<file path="src/rtl/timer_pkg.sv">
`default_nettype none
// ----------------------------------------------------------------------------
// timer_pkg: register map, bit positions, bus FSM encoding and reset constants
// Revision: 1.0
// ----------------------------------------------------------------------------
package timer_pkg;

    localparam logic [1:0] REG_CTRL    = 2'd0;
    localparam logic [1:0] REG_COUNT   = 2'd1;
    localparam logic [1:0] REG_COMPARE = 2'd2;
    localparam logic [1:0] REG_STATUS  = 2'd3;

    localparam int unsigned CTRL_EN_BIT          = 0;
    localparam int unsigned CTRL_IRQ_EN_BIT      = 1;
    localparam int unsigned CTRL_AUTO_RELOAD_BIT = 2;
    localparam int unsigned STATUS_MATCH_BIT     = 0;

    // COMPARE resets to all ones; replicated to the data width at the use site.
    localparam logic COMPARE_RESET_BIT = 1'b1;

    typedef enum logic [1:0] {
        ST_IDLE   = 2'd0,
        ST_ACCESS = 2'd1,
        ST_RESP   = 2'd2,
        ST_DONE   = 2'd3
    } bus_state_e;

    typedef struct packed {
        logic auto_reload;
        logic irq_en;
        logic en;
    } ctrl_t;

endpackage : timer_pkg
`default_nettype wire

</file>
<file path="src/rtl/timer_core.sv">
`default_nettype none
// ----------------------------------------------------------------------------
// timer_core: enable-gated counter with compare, auto-reload and sticky match
// Revision: 1.0
// ----------------------------------------------------------------------------
module timer_core
    import timer_pkg::*;
#(
    parameter int DATA_WIDTH = 32
) (
    input  logic                  clk,
    input  logic                  reset,
    input  logic                  en_i,
    input  logic                  auto_reload_i,
    input  logic [DATA_WIDTH-1:0] compare_i,
    input  logic                  count_we_i,
    input  logic [DATA_WIDTH-1:0] count_wdata_i,
    input  logic                  match_clr_i,
    output logic [DATA_WIDTH-1:0] count_o,
    output logic                  match_o
);

    localparam logic [DATA_WIDTH-1:0] CNT_ONE = {{(DATA_WIDTH-1){1'b0}}, 1'b1};

    logic [DATA_WIDTH-1:0] count_q;
    logic [DATA_WIDTH-1:0] count_d;
    logic                  match_q;
    logic                  match_d;
    logic                  hit;

    always_comb begin
        hit     = en_i && (count_q == compare_i);
        count_d = count_q;
        // A bus write outranks both reload and increment.
        if (count_we_i) begin
            count_d = count_wdata_i;
        end else if (hit && auto_reload_i) begin
            count_d = '0;
        end else if (en_i) begin
            count_d = count_q + CNT_ONE;
        end

        match_d = match_q;
        if (match_clr_i) begin
            match_d = 1'b0;
        end
        if (hit) begin
            match_d = 1'b1;
        end
    end

    always_ff @(posedge clk or negedge reset) begin
        if (!reset) begin
            count_q <= '0;
            match_q <= 1'b0;
        end else begin
            count_q <= count_d;
            match_q <= match_d;
        end
    end

    assign count_o = count_q;
    assign match_o = match_q;

endmodule : timer_core
`default_nettype wire

</file>
<file path="src/rtl/timer_responder.sv">
`default_nettype none
// ----------------------------------------------------------------------------
// timer_responder: bus-mapped timer with four-state request/response handshake
// Revision: 1.0
// ----------------------------------------------------------------------------
module timer_responder
    import timer_pkg::*;
#(
    parameter int          MEM_DEPTH  = 64,
    parameter int          DATA_WIDTH = 32,
    parameter int unsigned BASE_ADDR  = 60,
    localparam int         ADDR_WIDTH = $clog2(MEM_DEPTH)
) (
    input  logic                  clk,
    input  logic                  reset,
    input  logic [ADDR_WIDTH-1:0] addr,
    input  logic [DATA_WIDTH-1:0] wdata,
    input  logic                  we,
    input  logic                  req_valid,
    output logic [DATA_WIDTH-1:0] rdata,
    output logic                  data_valid,
    output logic                  irq
);

    localparam logic [ADDR_WIDTH-1:0] BASE_VEC = BASE_ADDR[ADDR_WIDTH-1:0];

    bus_state_e            state_q;
    logic [1:0]            off_q;
    logic                  we_q;
    logic [DATA_WIDTH-1:0] wdata_q;
    logic [DATA_WIDTH-1:0] rsample_q;
    logic [DATA_WIDTH-1:0] rdata_q;
    logic                  data_valid_q;
    ctrl_t                 ctrl_q;
    logic [DATA_WIDTH-1:0] compare_q;

    logic                  hit;
    logic                  wr_ctrl;
    logic                  wr_count;
    logic                  wr_compare;
    logic                  wr_status;
    logic [DATA_WIDTH-1:0] rd_mux;
    logic [DATA_WIDTH-1:0] count;
    logic                  match;

    // BASE_ADDR is word-aligned to 4, so the register offset is just addr[1:0].
    assign hit = (addr[ADDR_WIDTH-1:2] == BASE_VEC[ADDR_WIDTH-1:2]);

    always_comb begin
        wr_ctrl    = 1'b0;
        wr_count   = 1'b0;
        wr_compare = 1'b0;
        wr_status  = 1'b0;
        if (state_q == ST_ACCESS && we_q) begin
            wr_ctrl    = (off_q == REG_CTRL);
            wr_count   = (off_q == REG_COUNT);
            wr_compare = (off_q == REG_COMPARE);
            wr_status  = (off_q == REG_STATUS);
        end
    end

    always_comb begin
        rd_mux = '0;
        case (off_q)
            REG_CTRL: begin
                rd_mux[CTRL_EN_BIT]          = ctrl_q.en;
                rd_mux[CTRL_IRQ_EN_BIT]      = ctrl_q.irq_en;
                rd_mux[CTRL_AUTO_RELOAD_BIT] = ctrl_q.auto_reload;
            end
            REG_COUNT:   rd_mux = count;
            REG_COMPARE: rd_mux = compare_q;
            REG_STATUS:  rd_mux[STATUS_MATCH_BIT] = match;
            default:     rd_mux = '0;
        endcase
    end

    always_ff @(posedge clk or negedge reset) begin
        if (!reset) begin
            state_q      <= ST_IDLE;
            off_q        <= 2'd0;
            we_q         <= 1'b0;
            wdata_q      <= '0;
            rsample_q    <= '0;
            rdata_q      <= '0;
            data_valid_q <= 1'b0;
        end else begin
            case (state_q)
                ST_IDLE: begin
                    data_valid_q <= 1'b0;
                    rdata_q      <= '0;
                    if (req_valid && hit) begin
                        state_q <= ST_ACCESS;
                        off_q   <= addr[1:0];
                        we_q    <= we;
                        wdata_q <= wdata;
                    end
                end
                ST_ACCESS: begin
                    rsample_q <= we_q ? '0 : rd_mux;
                    state_q   <= ST_RESP;
                end
                ST_RESP: begin
                    data_valid_q <= 1'b1;
                    rdata_q      <= rsample_q;
                    state_q      <= ST_DONE;
                end
                ST_DONE: begin
                    data_valid_q <= 1'b0;
                    rdata_q      <= '0;
                    // Holding req_valid after the response must not start a new access.
                    if (!req_valid) begin
                        state_q <= ST_IDLE;
                    end
                end
                default: state_q <= ST_IDLE;
            endcase
        end
    end

    always_ff @(posedge clk or negedge reset) begin
        if (!reset) begin
            ctrl_q    <= '0;
            compare_q <= {DATA_WIDTH{COMPARE_RESET_BIT}};
        end else begin
            if (wr_ctrl) begin
                ctrl_q <= '{auto_reload: wdata_q[CTRL_AUTO_RELOAD_BIT],
                            irq_en:      wdata_q[CTRL_IRQ_EN_BIT],
                            en:          wdata_q[CTRL_EN_BIT]};
            end
            if (wr_compare) begin
                compare_q <= wdata_q;
            end
        end
    end

    timer_core #(
        .DATA_WIDTH (DATA_WIDTH)
    ) u_core (
        .clk           (clk),
        .reset         (reset),
        .en_i          (ctrl_q.en),
        .auto_reload_i (ctrl_q.auto_reload),
        .compare_i     (compare_q),
        .count_we_i    (wr_count),
        .count_wdata_i (wdata_q),
        .match_clr_i   (wr_status && wdata_q[STATUS_MATCH_BIT]),
        .count_o       (count),
        .match_o       (match)
    );

    assign rdata      = rdata_q;
    assign data_valid = data_valid_q;
    assign irq        = match && ctrl_q.irq_en;

endmodule : timer_responder
`default_nettype wire

</file>
<file path="config.mk">
export PLATFORM = sky130hd
export DESIGN_NAME = timer_responder
export DESIGN_NICKNAME = d
export VERILOG_FILES = /design/src/rtl/timer_pkg.sv /design/src/rtl/timer_core.sv /design/src/rtl/timer_responder.sv
export SDC_FILE = /design/constraint.sdc
export NUM_CORES = 1
export LEC_CHECK = 0
export BUFFER_PORTS_ARGS = -buffer_cell sky130_fd_sc_hd__buf_2
export CAP_MARGIN = 20
export CORE_UTILIZATION = 60
export DETAILED_ROUTE_END_ITERATION = 8
export GPL_TIMING_DRIVEN = 0
export PLACE_DENSITY_LB_ADDON = 0.3
export RECOVER_POWER = 100
export SKIP_CTS_REPAIR_TIMING = 1
export SYNTH_ARGS = -nofsm -noshare
export SYNTH_HDL_FRONTEND = slang
export SYNTH_SLANG_ARGS = --single-unit
</file>
<file path="constraint.sdc">
create_clock -name clk -period 2.6 [get_ports clk]
set_input_delay 0.26 -clock clk [delete_from_list [all_inputs] [get_ports clk]]
set_output_delay 0.26 -clock clk [all_outputs]
set_load 0.1 [all_outputs]
</file>
* After elaboration in Yosys (flattened, before gate mapping)
Index checks and enable logic that the tools add are counted.
Word-level totals: register bits after elaboration 170, output and inout bits 34, word-level logic and storage cells 56
Operators by class: add/subtract/negate cells 1, equal/unequal tests 10, mux-type cells 18, reductions and logical operators 14
Operator list (count):
- $mux 32 | 4
- $pmux 32 s2 | 1
- $pmux 29 s2 | 1
- $add 32x1->32 const B | 1
- $eq 32x32->1 | 1
- $eq 2x2->1 const B | 4
- $pmux 2 s4 | 1
- $logic_and 1x1->1 | 6
- $mux 1 | 6
- $pmux 2 s3 | 1
- $eq 2x1->1 const B | 2
- $eq 4x4->1 const B | 1
- $logic_not 2->1 | 2
- $mux 2 | 2
- $ne 2x2->1 const B | 2
- $pmux 1 s4 | 1
- $reduce_and 2->1 | 2
- $reduce_bool 2->1 | 2
- $reduce_bool 3->1 | 1
- $pmux 1 s2 | 1
- $reduce_or 2->1 | 1

* Depth between registers and ports, before layout
depth in word-level cells 6, mapped depth 8, gate-level depth less buffers 7

* Hierarchy
From an unflattened synthesis, not the netlist that was laid out.
Unflattened totals: cells, all modules 852, area total of the unflattened synthesis 8813.5 µm²
By module, submodules not included:
- timer_responder | instances 1, cells each 466, area an instance 5838.1 µm², seq. area each 3468.3 µm²
- timer_core | instances 1, cells each 386, area an instance 2975.4 µm², seq. area each 825.8 µm²

* Worst setup path before layout
OpenSTA, ideal clock, no wires.
path type register -> register, start register compare_q[3], end register u_core.count_q[29] (netlist: u_core.count_o[29]), setup time 0.126 ns, arrival time 1.844 ns, data required time 2.474 ns, path slack 0.629 ns, cell stages (with the launch flop) 8, path buffers 1, cell sequence dfstp_2 xnor2_1 nand4_1 nor4_1 a31oi_4 buf_6 a32oi_1 o21ai_1
On the way: cells in the longest elaborated chain, start to end 5
Ends and longest elaborated chain:
- start: declaration | RTL line timer_responder.sv:35 | logic [DATA_WIDTH-1:0] compare_q;
- start signal: assignment | RTL line timer_responder.sv:123 | compare_q <= {DATA_WIDTH{COMPARE_RESET_BIT}};
- start signal: assignment | RTL line timer_responder.sv:131 | compare_q <= wdata_q;
- $eq 32x32->1 * | RTL line timer_core.sv:32 | hit = en_i && (count_q == compare_i);
- $logic_and 1x1->1 * | RTL line timer_core.sv:32
- $logic_and 1x1->1 * | RTL line timer_core.sv:37 | end else if (hit && auto_reload_i) begin
- $mux 32 | RTL line timer_core.sv:37
- $mux 32 | RTL line timer_core.sv:35 | if (count_we_i) begin
- end signal: assignment | RTL line timer_core.sv:57 | count_q <= count_d;
- end: declaration | RTL line timer_core.sv:25 | logic [DATA_WIDTH-1:0] count_q;
Every way passes the cells marked *; elsewhere a longest branch is shown, timed or not. A chain may end at the register's enable or synchronous reset.

* Worst setup path in the final report
start register u_core.count_q[26] (netlist: u_core.count_o[26]), end register u_core.count_q[29] (netlist: u_core.count_o[29])
On the way: cells in the longest elaborated chain, start to end 5
Ends and longest elaborated chain:
- parallel branches: the longest is 5 deep, another holds $add 32x1->32
Parallel ways; which one is timed is not known. The select of a mux whose other input is x is not followed.

==> results.cfg <==
[timing]
tightest_slew_ns = 1.21
setup_viol = 0
finalHoldViolCount = 0
fmax_ghz = 0.404
finClkSkew_ns = 0.00954
rsz0062_at_grt = false
final.min_clock_period_ns = 2.48
setup_slack_ns = 0.122
post-route-period-util_pct = 95.3
maxSlewHeadroom_pct = 19.5
maxSlewViolCount = 0

[clock_tree]
clockBufferDepth = 2
root_buffer = clkbuf_16
clk_latency_ns = 0.44
cts_buffers = 17
clkTransAtPathRegs_ns = 0.07
h-tree-depth = 4
cts_tree = done
cts.sinks = 170

[synth]
synthArstFlopShare_pct = 100
mappedNetlistArea_um2 = 8400
synth_top_area_share_pct = 41.1
avgSynthCellArea_um2 = 10.3
yosys-top-cells-area = dfrtp_1 (41%), dfstp_2 (10%), mux2_2 (9.7%), nand2_1 (4.6%), a22oi_1 (3.4%)
synthesis.nets = 871
ys_types = 56
synthFlopType = dfrtp_1
synth_warnings = 0
synth_top_cell_by_area = dfrtp_1
synth-edff-count = 0
synthCells = 818
seq_area_frac_synth_pct = 51.1
ys_seq_elements = 170

[placed_design]
place_ws_ns = -0.0633
place_hpwl_um = 14800
gp_congestion = 0.941
port_buffers = 75
placed_cells = 1070
postPlaceCellArea_um2 = 9030

[global_routing]
grt_pass1_vias = 6429
antenna_found_initial = 0
grt_max_degree = 92
grt_util_all_layers_pct = 31.0
grt_pass1_wl_um = 33600
overflow = 0

[finish]
fin_nets = 967
syn2layout_area_growth_pct = 13.9
diodes = 0
fin_area_um2 = 9570
layout-drive-gt1-share_pct = 23.3
finalNonFillerCells = 1103

[setup_path]
cp-end-kind = flop
r2r_start = u_core.count_o[26]$_DFFE_PN0P_
worstPathRequired_ns = 2.92
crit_type = reg2reg
worstSetupStartpoint = u_core.count_o[26]$_DFFE_PN0P_
critPathLaunchType = flop
arrival_ns = 2.80
critPathMaxFanout = 10

[detailed_routing]
drt-pass1-iter-count = 5
viasPerCell = 6.14
detail_route.wl_per_cell_um = 19.2
dr_total_vias = 6773
drc = 0
drt-total-wl_um = 21200
ant_nets = 0
drtIter0Drc = 683

[floorplan]
rows = 42
coreArea_um2 = 13500
die_width_um = 120
start_util_pct = 62.4
fp.dieArea_um2 = 14500
fp.dieH_um = 120
ios = 76

[power]
powerDensity_nw_per_um2 = 1120
leakage_nw = 4.04
ir_worst_vdd_v = 0.000737

[min_path]
hold_start = wdata[27]
hold_class = in2reg

[run_status]
outcome = complete, no violations

[flow_run]
cap_violations = 0
[synthesized netlist by cell type (31+ instances only)]
cell type and instances:
inv_1 39, mux2_2 72, dfrtp_1 138, o22ai_1 31, dfstp_2 32, xnor2_1 31
a21oi_1 32, nand2_1 102, o21ai_0 46, clkbuf_1 42, a22oi_1 38, nor2_1 32
[path summary, 6_finish.rpt]
check	depth (start not counted)	end	slack, ns
max	8	u_core.count_o[29]$_DFFE_PN0P_	0.12
max in group asynchronous	3	wdata_q[25]$_DFFE_PN0P_	0.62
min in group asynchronous	2	rdata[7]$_DFFE_PN0P_	0.64
min reg2reg	2	rdata[27]$_DFFE_PN0P_	0.48
min	2	wdata_q[27]$_DFFE_PN0P_	0.04
max reg2reg	8	u_core.count_o[29]$_DFFE_PN0P_	0.12
[cells in the final DEF (no fill, tap or decap), types with 38 or more instances in the layout]
| cell type | n |
|---|---|
| o21ai_0 | 52 |
| buf_2 | 56 |
| dfrtp_1 | 138 |
| inv_1 | 39 |
| nand2_1 | 102 |
| clkbuf_1 | 78 |
| mux2_2 | 72 |
| a22oi_1 | 38 |
[worst max-delay path: stages (launching register included)]
cell	delay [ns]
dfrtp_1	0.36
buf_4	0.16
xnor2_1	0.23
nand4_1	0.21
nor4_4	0.50
a31oi_4	0.28
clkbuf_2	0.31
a32oi_1	0.23
o21ai_1	0.08
[metrics by stage]
stage | util, % | TNS [ns] | hold slack [ns] | power [W]
after floorplan | - | 0 | -0.0356 | 0.00700
after global placement | 66.9 | -182.04 | 0.465 | 0.00802
after detailed placement | 67.1 | -0.0633 | 0.312 | 0.00816
after CTS | 71.6 | -0.194 | -0.140 | 0.0108
after global routing | 71.1 | 0 | 0.0450 | 0.0113
final | 71.1 | 0 | 0.0422 | 0.0108
[per-layer routing]
| metal | wire length, µm | share of wire, % | global-route usage (%) |
|---|---|---|---|
| met1 | 9100 | 43 | 41.5 |
| met2 | 9810 | 46 | 48.9 |
| met3 | 1660 | 7.8 | 6.60 |
| met4 | 618 | 2.9 | 14.0 |
| met5 | 0 | 0 | 0 |
[where the power goes]
group,internal (W),switching (W)
sequential,0.00357,0.000785
combinational,0.00129,0.00255
clock,0.00148,0.00109
[flip-flops by register name, indices dropped and copies added (netlist names)]
register,cells
we_q,1
wdata_q,32
state_q,2
u_core.match_o,1
compare_q,32
rdata,32
data_valid,1
off_q,2
rsample_q,32
u_core.count_o,32
ctrl_q,3
[final cells by class]
cell class | count | area, µm²
sequential | 170 | 4290
fill | 1056 | 3890
multi-input combinational | 541 | 3650
clock buffer | 20 | 457
timing repair buffer | 77 | 357
buffer | 67 | 297
tap | 176 | 220
inverter | 40 | 150
clock inverter | 12 | 139
[kinds of logic after synthesis]
logic type / after synthesis / synth area share (%)
adder cells (fa/ha/maj): 11 / 1.64
multiplexers: 73 / 9.77
buffers and inverters: 107 / 5.44
XOR/XNOR: 34 / 3.55
AO/OA/AOI/OAI: 190 / 14.0
AND/OR/NAND/NOR: 233 / 14.5
flip-flops: 170 / 51.1
(Power assumes the default switching activity.)
